**config.mk**
```make
export PLATFORM = sky130hd
export DESIGN_NAME = fifo_wr_arbiter
export DESIGN_NICKNAME = d
export VERILOG_FILES = /design/src/rtl/fifo_wr_arbiter.sv
export SDC_FILE = /design/constraint.sdc
export NUM_CORES = 1
export LEC_CHECK = 0
export CORE_MARGIN = 8
export CORE_UTILIZATION = 35
export DETAILED_ROUTE_END_ITERATION = 8
export DONT_BUFFER_PORTS = 1
export MAX_ROUTING_LAYER = met4
export PLACE_DENSITY = 0.5
export REMOVE_ABC_BUFFERS = 1
export SYNTH_ARGS = -nofsm -noshare
export SYNTH_HDL_FRONTEND = slang
export SYNTH_SLANG_ARGS = --single-unit
export TNS_END_PERCENT = 10
```
**constraint.sdc**
```tcl
create_clock -name clk -period 1.8 [get_ports clk]
set_input_delay 0.27 -clock clk [delete_from_list [all_inputs] [get_ports clk]]
set_output_delay 0.27 -clock clk [all_outputs]
set_load 0.01 [all_outputs]
```
**src/rtl/fifo_wr_arbiter.sv**
```systemverilog
// Round-robin write-port arbiter: N_REQ valid/ready producers share one FIFO write port,
// one producer per burst of up to MAX_BURST beats, throttled by full/almost_full.
module fifo_wr_arbiter #(
  parameter int N_REQ     = 4,
  parameter int WIDTH     = 8,
  parameter int MAX_BURST = 4
) (
  input  logic                     clk,
  input  logic                     rst_n,
  input  logic [N_REQ-1:0]         req_valid,
  input  logic [N_REQ*WIDTH-1:0]   req_data,
  output logic [N_REQ-1:0]         req_ready,
  output logic [WIDTH-1:0]         fifo_din,
  output logic                     fifo_wr_en,
  input  logic                     fifo_full,
  input  logic                     fifo_almost_full,
  output logic [$clog2(N_REQ)-1:0] grant_id,
  output logic                     busy
);

  localparam int GW = $clog2(N_REQ);
  localparam int CW = $clog2(MAX_BURST + 1);

  localparam logic [0:0] S_IDLE  = 1'b0;
  localparam logic [0:0] S_BURST = 1'b1;

  logic [0:0]    r_state;
  logic [GW-1:0] r_grant_id;
  logic [GW-1:0] r_last;
  logic [CW-1:0] r_beat_cnt;

  logic          w_busy;
  logic          w_sel_valid;
  logic          w_wr_en;
  logic          w_found;
  logic [GW-1:0] w_pick;
  logic [GW-1:0] w_cand;
  logic [WIDTH-1:0] w_slice;

  // Scan last+1, last+2, ... so the producer after the previous owner wins first.
  always_comb begin
    w_found = 1'b0;
    w_pick  = '0;
    w_cand  = '0;
    for (int k = 1; k <= N_REQ; k++) begin
      w_cand = GW'((int'(r_last) + k) % N_REQ);
      if (!w_found && req_valid[w_cand]) begin
        w_found = 1'b1;
        w_pick  = w_cand;
      end
    end
  end

  always_comb begin
    w_slice = '0;
    for (int i = 0; i < N_REQ; i++) begin
      if (r_grant_id == GW'(i)) w_slice = req_data[i*WIDTH +: WIDTH];
    end
  end

  assign w_busy      = (r_state == S_BURST);
  assign w_sel_valid = req_valid[r_grant_id];
  assign w_wr_en     = w_busy && w_sel_valid && !fifo_full;

  always_comb begin
    req_ready = '0;
    if (w_busy && !fifo_full) req_ready[r_grant_id] = 1'b1;
  end

  // Data is forced to zero outside a burst so the port is never X and is 0 under reset.
  assign fifo_din   = w_busy ? w_slice : '0;
  assign fifo_wr_en = w_wr_en;
  assign grant_id   = r_grant_id;
  assign busy       = w_busy;

  always_ff @(posedge clk or negedge rst_n) begin
    if (!rst_n) begin
      r_state    <= S_IDLE;
      r_grant_id <= '0;
      r_beat_cnt <= '0;
      r_last     <= GW'(N_REQ - 1);
    end else begin
      case (r_state)
        S_IDLE: begin
          if (w_found && !fifo_almost_full) begin
            r_grant_id <= w_pick;
            r_beat_cnt <= '0;
            r_state    <= S_BURST;
          end
        end
        S_BURST: begin
          if (w_wr_en) begin
            if (r_beat_cnt == CW'(MAX_BURST - 1)) begin
              r_beat_cnt <= '0;
              r_last     <= r_grant_id;
              r_state    <= S_IDLE;
            end else begin
              r_beat_cnt <= r_beat_cnt + 1'b1;
            end
          end else if (!w_sel_valid) begin
            // Producer ran dry: give up the port early.
            r_last  <= r_grant_id;
            r_state <= S_IDLE;
          end
        end
        default: r_state <= S_IDLE;
      endcase
    end
  end

endmodule

```
==> impl_metrics.env, run 1 <==
export IMPL_vias=638
export IMPL_status="completed"
export IMPL_cp_top_family="multiplexers"
export IMPL_whs_endpoint="r_last[0]$_DFFE_PN1P_"
export IMPL_grt_first_pass_wirelength_um=3440
export IMPL_antenna_found_initial=0
export IMPL_initialDrtViolationCount=21
export IMPL_setup_viol=0
export IMPL_syn2layout_area_growth_pct=20.0
export IMPL_cpPeakStageDelay_ns=0.49
export IMPL_avgRoutedWirePerCell_um=18.9
export IMPL_grt_total_usage=0.107
export IMPL_first_global_vias=716
export IMPL_synth_seq_area_share=0.245
export IMPL_rows=17
export IMPL_max_cap_viol_count=0
export IMPL_cts_inserted_buffers=3
export IMPL_dp_hpwl_um=1750
export IMPL_routabilityCongestion=0.714
export IMPL_finalHoldViolations=0
export IMPL_cts_root_buf="clkbuf_4"
export IMPL_ir_drop_mv=0.690
export IMPL_drc=0
export IMPL_path_buf_inv=1
export IMPL_ys_seq_elements=8
export IMPL_utilization=0.448
export IMPL_cp_arrival_ns=1.51
export IMPL_die_area_mm2=0.00417
export IMPL_ios=56
export IMPL_worstHoldStart="fifo_full"
export IMPL_cp_slowest_cell="mux4_2"
export IMPL_p_per_area_mw_per_mm2=1640
export IMPL_h_tree_depth=1
export IMPL_ant_nets=0
export IMPL_tightest_slew_ns=0.352
export IMPL_fin_crit_sh=0.991
export IMPL_r2r_cells=5
export IMPL_die_w_um=64.6
export IMPL_r2r_end="r_beat_cnt[2]$_DFFE_PN0P_"
export IMPL_clk_path_buf_depth=2
export IMPL_crit_chain="buf_12 -> mux4_2 -> and2_1"
export IMPL_grt_max_degree=13
export IMPL_required_ns=1.53
export IMPL_routed_via_density=5.65
export IMPL_hp_class="in -> reg"
export IMPL_synth_distinct_cells=30
export IMPL_synth_warnings=0
export IMPL_rsz0062_at_grt="yes"
export IMPL_mostFrequentLayoutCells="nand2_1, mux4_2"
export IMPL_slew_viol_final=0
export IMPL_slew_limit_headroom=0.765
export IMPL_wirelength_um=2130
export IMPL_cts_tree="built"
export IMPL_max_freq_mhz=560
export IMPL_final_layout_size_suffix_gt1_frac=0.400
export IMPL_syn_inst=77
export IMPL_diodes=0
export IMPL_synth_avg_cell_area_um2=10.7
export IMPL_start_kind="register"
export IMPL_clk_latency_ns=0.25
export IMPL_clkTransAtPathRegs_ns=0.06
export IMPL_finalPower_mw=1.63
export IMPL_p_leak_nw=0.398
export IMPL_syn_area_um2=826
export IMPL_final_nets=127
export IMPL_port_buffers=0
export IMPL_holdPathStages=3
export IMPL_drt_pass1_iterations=4
export IMPL_worstSetupEndpointType="primary output"
export IMPL_r2r_start="grant_id[0]$_DFFE_PN0P_"
export IMPL_core_area_mm2=0.00221
export IMPL_start_util=0.373
export IMPL_numClockSinks=8
export IMPL_grt_ovfl_total=0
export IMPL_worstPathMaxFanout=6
export IMPL_path_class="reg -> out"
export IMPL_fin_skew_ns=0.0116
export IMPL_final_min_clock_period_ns=1.78
export IMPL_n_fill_cell=214
export IMPL_regToRegSetupSlack_ns=0.28
export IMPL_fp_dieH_um=64.6
## layout make-up
class                      instances  area (µm²)  share of cell area
timing repair buffer               9         133               0.134
inverter                           2        7.51             0.00758
tap                               28        35.0              0.0354
clock buffer                       4        26.3              0.0265
multi-input combinational         62         586               0.591
sequential                         8         204               0.206
## registers in the layout, summed over array words and instances (netlist names)
register / count
r_last: 2
busy: 1
grant_id: 2
r_beat_cnt: 3
## repair_timing
item,in CTS,in global routing
hold endpoints to repair,8,0
endpoints found under the setup margin,1,9
resized for setup,7,1
buffers inserted,1,0
cloned,2,0
hold buffers,1,0
pin swaps,2,2
## cell usage after synthesis (all sizes together)
library cell | count | share of area
o32ai | 1 | 0.033
nand3 | 1 | 0.0061
a211o | 1 | 0.011
clkbuf | 1 | 0.0045
a22o | 4 | 0.044
buf | 4 | 0.042
mux2i | 5 | 0.061
mux4 | 8 | 0.22
ha | 1 | 0.015
nand2b | 3 | 0.023
dfstp | 2 | 0.064
nor4 | 1 | 0.0076
inv | 2 | 0.0091
nand3b | 1 | 0.0091
mux2 | 3 | 0.055
nor2 | 5 | 0.026
nor3 | 3 | 0.024
dfrtp | 6 | 0.18
a311oi | 1 | 0.011
a21oi | 1 | 0.0061
nand2 | 8 | 0.036
o21ai | 4 | 0.024
and2 | 10 | 0.076
o31ai | 1 | 0.0091
## worst register-to-register path, stage by stage, from the launching register on
cell	delay (ns)
dfrtp_2	0.45
bufbuf_16	0.29
nand2_1	0.13
nor2_1	0.08
a22o_2	0.30
o21ai_0	0.19
## logic make-up after synthesis
family / share of synthesized area
adder cells (fa/ha/maj): 0.0151
multiplexers: 0.338
AO/OA/AOI/OAI: 0.138
AND/OR/NAND/NOR: 0.208
buffers and inverters: 0.0561
flip-flops: 0.245
## where the power goes
part,switching (mW),internal [mW],total [mW]
clock,0.0573,0.0845,0.142
sequential,0.120,0.270,0.390
combinational,0.434,0.663,1.10
## how the worst max path moves through the flow
stage | slack, ns | start | cells after the start | to
final | 0.02 | grant_id[0]$_DFFE_PN0P_ | 3 | fifo_din[1]
after global routing | -0.04 | grant_id[0]$_DFFE_PN0P_ | 3 | fifo_din[1]
after CTS | -0.01 | grant_id[0]$_DFFE_PN0P_ | 4 | fifo_din[2]
after detailed placement | 0.24 | grant_id[0]$_DFFE_PN0P_ | 3 | fifo_din[0]
after global placement | 0.25 | grant_id[0]$_DFFE_PN0P_ | 3 | fifo_din[0]
after floorplan | -0.02 | grant_id[0]$_DFFE_PN0P_ | 2 | fifo_din[0]
## per-stage QoR
step / area (µm²) / hold slack [ns] / setup WS, ns / cells / setup TNS (ns)
2_1_floorplan: 787 / -0.0256 / -0.0206 / 72 / -0.0206
3_3_place_gp: 892 / -0.0253 / 0.246 / 106 / 0
3_5_place_dp: 892 / -0.0252 / 0.239 / 106 / 0
4_1_cts: 1020 / 0.243 / -0.0129 / 114 / -0.0129
5_1_grt: 991 / 0.248 / -0.0394 / 113 / -0.169
6_report: 991 / 0.247 / 0.0156 / 113 / 0
## per-layer routing
| metal | vias to the layer above | global-route usage | wire length, µm |
|---|---|---|---|
| met1 | 308 | 0.111 | 830 |
| met5 | - | - | 0 |
| met3 | 2 | 0.0361 | 145 |
| li1 | 304 | - | - |
| met4 | 0 | 0.0490 | 29 |
| met2 | 24 | 0.181 | 1130 |
(Power assumes the default switching activity.)
==> inputs of run 2 (changes only) <==
--- a/config.mk
+++ b/config.mk
@@ -8,3 +8,3 @@
 export CORE_MARGIN = 8
-export CORE_UTILIZATION = 35
+export CORE_UTILIZATION = 34
 export DETAILED_ROUTE_END_ITERATION = 8
@@ -12,3 +12,3 @@
 export MAX_ROUTING_LAYER = met4
-export PLACE_DENSITY = 0.5
+export PLACE_DENSITY = 0.49
 export REMOVE_ABC_BUFFERS = 1
==> constraint.sdc (replaced) <==
create_clock -name clk -period 1.8 [get_ports clk]
set_input_delay 0 -clock clk [delete_from_list [all_inputs] [get_ports clk]]
set_output_delay 0 -clock clk [all_outputs]
set_load 0.01 [all_outputs]
==> run 2 against run 1 <==
Net effect:
- worst setup slack improved by 0.21 ns
- cell count did not move
- combinational power shrank 18%
- register-to-register slack better by 0.06 ns
- cell area fell by 8.0%
- flip-flop and latch count stayed put
- global-route usage shrank 0.21 points
- critical endpoint is now fifo_din[0]
- largest power group unchanged
==> impl_metrics.env, run 2 (same netlist as run 1, synthesis figures left out) <==
export IMPL_dp_cells=108
export IMPL_cp_arrival_ns=1.58
export IMPL_setup_ws_ns=0.223
export IMPL_grt_max_degree=15
export IMPL_tightest_slew_ns=0.545
export IMPL_start_util=0.346
export IMPL_hp_class="in -> reg"
export IMPL_ios=56
export IMPL_drc=0
export IMPL_port_buffers=0
export IMPL_whs_endpoint="busy$_DFF_PN0_"
export IMPL_clk_path_buf_depth=2
export IMPL_dp_hpwl_um=1840
export IMPL_status="completed"
export IMPL_dp_slack_ns=0.349
export IMPL_mostFrequentLayoutCells="and2_1, nand2_1, mux4_2"
export IMPL_antenna_found_initial=0
export IMPL_slew_viol_final=0
export IMPL_final_common_cell="and2_1"
export IMPL_final_min_clock_period_ns=1.58
export IMPL_holdPathStages=2
export IMPL_ant_nets=0
export IMPL_worstPathMaxFanout=11
export IMPL_core_area_mm2=0.00239
export IMPL_r2r_cells=4
export IMPL_grt_first_pass_wirelength_um=3370
export IMPL_syn2layout_area_growth_pct=10.5
export IMPL_stdcell_count=113
export IMPL_clkPwrFrac=0.097
export IMPL_r2r_start="busy$_DFF_PN0_"
export IMPL_hold_buffers=2
export IMPL_p_int_uw=802
export IMPL_finalPower_mw=1.39
export IMPL_pwr_share_seq=0.257
export IMPL_slew_limit_headroom=0.633
export IMPL_r2r_end="grant_id[1]$_DFFE_PN0P_"
export IMPL_largest_register_ffs=3
export IMPL_grt_ovfl_total=0
export IMPL_p_per_area_mw_per_mm2=1520
export IMPL_vias=651
export IMPL_final_nets=126
export IMPL_die_area_mm2=0.00426
export IMPL_fp_dieH_um=65.3
export IMPL_initialDrtViolationCount=35
export IMPL_h_tree_depth=1
export IMPL_p_leak_nw=0.361
export IMPL_ctsResizeCount=0
export IMPL_n_fill_cell=239
export IMPL_setup_viol=0
export IMPL_rows=18
export IMPL_worstSetupEndpointType="primary output"
export IMPL_avgRoutedWirePerCell_um=19.3
export IMPL_start_kind="register"
export IMPL_max_cap_viol_count=0
export IMPL_post_cts_setup_buffer_count=0
export IMPL_numClockSinks=8
export IMPL_drt_pass1_iterations=4
export IMPL_cts_inserted_buffers=3
export IMPL_finalHoldViolations=0
export IMPL_fin_crit_sh=0.876
export IMPL_max_freq_mhz=634
export IMPL_tns_ns=0
export IMPL_rsz0062_at_grt="no"
export IMPL_first_global_vias=680
export IMPL_clk_latency_ns=0.25
export IMPL_cts_root_buf="clkbuf_4"
export IMPL_clkTransAtPathRegs_ns=0.05
export IMPL_routed_via_density=5.76
export IMPL_die_w_um=65.3
export IMPL_required_ns=1.80
export IMPL_path_class="reg -> out"
export IMPL_fin_skew_ns=0.00185
export IMPL_wirelength_um=2180
export IMPL_swShare=0.423
export IMPL_cts_tree="built"
export IMPL_final_layout_size_suffix_gt1_frac=0.301
export IMPL_comb_power_share=0.646
export IMPL_grt_total_usage=0.105
export IMPL_worstHoldStart="fifo_full"
export IMPL_diodes=0
export IMPL_routabilityCongestion=0.734
export IMPL_power_switching_uw=588
export IMPL_ir_drop_mv=0.968
export IMPL_regMostFlops="r_beat_cnt"
export IMPL_regToRegSetupSlack_ns=0.34
-- run 2: cell type report --
| class | count | area, µm² | area share |
|---|---|---|---|
| well taps | 30 | 37.5 | 0.0412 |
| clock buffers | 3 | 22.5 | 0.0247 |
| inverters | 2 | 7.51 | 0.00823 |
| multi-input cells | 62 | 577 | 0.632 |
| flip-flops and latches | 8 | 203 | 0.222 |
| repair buffers | 8 | 65.1 | 0.0713 |
-- run 2: power by group through the flow --
stage / Clock [mW] / Sequential (mW) / Combinational, mW
after floorplan: 0 / 0.445 / 0.588
after global placement: 0 / 0.355 / 0.900
after detailed placement: 0 / 0.357 / 0.906
after CTS: 0.141 / 0.357 / 0.914
after global routing: 0.148 / 0.369 / 0.983
final: 0.134 / 0.357 / 0.898
-- run 2: worst max path at each step --
| stage | slack, ns | start | to |
|---|---|---|---|
| final | 0.22 | grant_id[0]$_DFFE_PN0P_ | fifo_din[0] |
| after global routing | 0.17 | grant_id[0]$_DFFE_PN0P_ | fifo_din[0] |
| after CTS | 0.20 | grant_id[0]$_DFFE_PN0P_ | fifo_din[0] |
| after detailed placement | 0.35 | busy$_DFF_PN0_ | grant_id[1]$_DFFE_PN0P_ |
| after global placement | 0.38 | busy$_DFF_PN0_ | grant_id[1]$_DFFE_PN0P_ |
| after floorplan | 0.20 | grant_id[0]$_DFFE_PN0P_ | r_last[1]$_DFFE_PN1P_ |
-- run 2: per-stage QoR --
stage               cell area (µm²)  hold WS, ns  utilization
floorplan                       787       -0.296            -
global placement                870       -0.295        0.364
detailed placement              870       -0.295        0.364
CTS                             912      0.00954        0.382
global route                    912       0.0324        0.382
finish                          912      0.00935        0.382
-- run 2: critical path, stage by stage (launching register included) --
cell and delay [ns]:
dfrtp_1 0.35, buf_4 0.21, mux4_1 0.55, and2_1 0.20
-- run 2: routing by layer --
| metal | global-route usage | routed length (µm) |
|---|---|---|
| met2 | 0.172 | 1150 |
| met1 | 0.112 | 862 |
| met5 | - | 0 |
| met4 | 0.0409 | 25 |
| met3 | 0.0408 | 143 |
==> inputs of run 3 (changes only) <==
Settings changed: ABC_AREA set to 1, CTS_CLUSTER_DIAMETER set to 40.
==> run 3 against run 2 <==
Net effect:
- wire length is 35% higher
- cell area grew 13%
- die area grew 11%
- largest power group unchanged
==> impl_metrics.env, run 3 <==
export IMPL_ir_drop_mv=0.683
export IMPL_cp_arrival_ns=1.66
export IMPL_final_min_clock_period_ns=1.66
export IMPL_grt_total_usage=0.141
export IMPL_startpoint="grant_id[1]$_DFFE_PN0P_"
export IMPL_power_switching_mw=1.08
export IMPL_routed_via_density=5.38
export IMPL_syn2layout_area_growth_pct=9.03
export IMPL_clkTransAtPathRegs_ns=0.06
export IMPL_hp_class="in -> reg"
export IMPL_gr_max_usage_layer="met2"
export IMPL_grt_max_degree=12
export IMPL_p_leak_nw=0.519
export IMPL_clk_latency_ns=0.26
export IMPL_regMostFlops="r_beat_cnt"
export IMPL_syn_area_um2=942
export IMPL_setup_viol=0
export IMPL_mostFrequentLayoutCells="nand2_1, o21ai_0, nor2_1"
export IMPL_start_util=0.351
export IMPL_synth_distinct_cells=27
export IMPL_pwr_share_seq=0.221
export IMPL_synth_most_common_cell="nand2_1"
export IMPL_slew_limit_headroom=0.746
export IMPL_synthFlopType="dfrtp_1"
export IMPL_vias=1076
export IMPL_ys_seq_elements=8
export IMPL_yosysTopAreaCell="nand2_1"
export IMPL_port_buffers=0
export IMPL_grt_ovfl_total=0
export IMPL_tightest_slew_ns=0.380
export IMPL_grt_met3_usage=0.0226
export IMPL_max_freq_mhz=601
export IMPL_dpl_cell_area_um2=980
export IMPL_start_kind="register"
export IMPL_clkPwrFrac=0.084
export IMPL_die_area_mm2=0.00471
export IMPL_final_nets=211
export IMPL_worstPathMaxFanout=11
export IMPL_synth_edf_count=0
export IMPL_r2r_end="r_beat_cnt[0]$_DFFE_PN0P_"
export IMPL_fin_skew_ns=0.00308
export IMPL_r2r_start="r_last[0]$_DFFE_PN1P_"
export IMPL_p_per_area_mw_per_mm2=1820
export IMPL_worstSetupEndpointType="primary output"
export IMPL_path_class="reg -> out"
export IMPL_clk_path_buf_depth=2
export IMPL_routabilityCongestion=0.848
export IMPL_final_area_mm2=0.00103
export IMPL_async_flop_share=1.00
export IMPL_wirelength_um=2940
export IMPL_comb_power_share=0.695
export IMPL_finalHoldViolations=0
export IMPL_synth_avg_cell_area_um2=5.78
export IMPL_status="completed"
export IMPL_fp_dieH_um=68.6
export IMPL_final_common_cell="nand2_1"
export IMPL_largest_register_ffs=3
export IMPL_regToRegSetupSlack_ns=0.18
export IMPL_slew_viol_final=0
export IMPL_numClockSinks=8
export IMPL_max_cap_viol_count=0
export IMPL_required_ns=1.80
export IMPL_fin_crit_sh=0.925
export IMPL_antenna_found_initial=0
export IMPL_rsz0062_at_grt="no"
export IMPL_dp_hpwl_um=2500
export IMPL_synth_common_cells="nand2_1, o21ai_0, nor2_1, inv_1, nand3_1"
export IMPL_r2r_cells=11
export IMPL_drc=0
export IMPL_initialDrtViolationCount=77
export IMPL_swShare=0.577
export IMPL_diodes=0
export IMPL_cts_inserted_buffers=3
export IMPL_first_global_vias=1153
export IMPL_die_w_um=68.6
export IMPL_h_tree_depth=1
export IMPL_ant_nets=0
export IMPL_synth_seq_area_share=0.215
export IMPL_core_area_mm2=0.00269
export IMPL_tns_ns=0
export IMPL_met1_usage=0.161
export IMPL_cts_tree="built"
export IMPL_endpoint="fifo_din[6]"
export IMPL_final_layout_size_suffix_gt1_frac=0.172
export IMPL_grt_first_pass_wirelength_um=4950
export IMPL_synth_warnings=0
export IMPL_syn_inst=163
export IMPL_avgRoutedWirePerCell_um=14.7
export IMPL_p_int_uw=791
export IMPL_synth_area_top_cells="nand2_1, dfrtp_1, o21ai_0"
export IMPL_yosysTopAreaCellShare=0.251
export IMPL_drt_pass1_iterations=4
export IMPL_ios=56
export IMPL_cts_root_buf="clkbuf_4"
export IMPL_worstHoldStart="fifo_full"
export IMPL_grt_use_met2=0.239
export IMPL_rows=19
==> run 3: timing repair <==
| item | CTS | global route |
|---|---|---|
| resized for setup | 0 | 1 |
| endpoints found under the hold margin | 9 | 0 |
| endpoints found under the setup margin | 0 | 7 |
| hold buffers | 2 | 0 |
| setup buffers | 0 | 0 |
==> run 3: worst max-delay path, cell delays in order, from the launching register on <==
cell	delay, ns
dfrtp_2	0.50
nand2_1	0.23
inv_1	0.17
nor2_1	0.13
o221ai_1	0.11
a21oi_1	0.26
==> run 3: routing by layer <==
metal	up-vias	wire (µm)
li1	544	-
met1	481	1270
met2	47	1470
met3	4	177
met4	0	23
met5	-	0
==> run 3: layout make-up <==
| class | instances | area [µm²] |
|---|---|---|
| Fill cell | 303 | 1660 |
| Tap cell | 31 | 38.8 |
| Clock buffer | 4 | 26.3 |
| Timing Repair Buffer | 5 | 42.5 |
| Multi-Input combinational cell | 134 | 643 |
| Sequential cell | 8 | 204 |
| Inverter | 18 | 72.6 |
==> run 3: per-stage QoR <==
stage | setup WS [ns] | util | total power, mW | std cells | hold slack, ns
3_3_place_gp | 0.160 | 0.365 | 1.70 | 194 | -0.295
3_5_place_dp | 0.144 | 0.365 | 1.72 | 194 | -0.295
6_report | 0.136 | 0.382 | 1.87 | 200 | 0.0686
2_1_floorplan | 0.341 | - | 1.42 | 160 | -0.296
4_1_cts | 0.0162 | 0.382 | 1.89 | 200 | 0.0678
5_1_grt | 0.000166 | 0.382 | 2.11 | 200 | 0.113
==> run 3: cell families (layout without fill, tap and decap cells) <==
kind of cell,after synthesis,count (layout),share of synthesized area
adders and majority gates,1,1,0.0133
DFF,8,8,0.215
buffers and inverters,21,27,0.102
and+or+nand+nor,104,104,0.493
AOI/OAI and AO/OA,29,29,0.177
==> run 3: power groups by stage <==
stage               Combinational [mW]  Sequential (mW)  Clock, mW
finish                            1.30            0.413      0.158
CTS                               1.31            0.413      0.166
detailed placement                1.30            0.417          0
global route                      1.50            0.427      0.175
floorplan                         1.03            0.393          0
global placement                  1.28            0.415          0
==> run 3: worst min-delay path by stage <==
stage	endpoint	slack (ns)	depth (start not counted)
3_5_place_dp	grant_id[1]$_DFFE_PN0P_	-0.30	0
6_report	busy$_DFF_PN0_	0.07	4
5_1_grt	r_beat_cnt[0]$_DFFE_PN0P_	0.11	1
2_1_floorplan	busy$_DFF_PN0_	-0.30	0
4_1_cts	busy$_DFF_PN0_	0.07	4
3_3_place_gp	r_beat_cnt[2]$_DFFE_PN0P_	-0.30	0
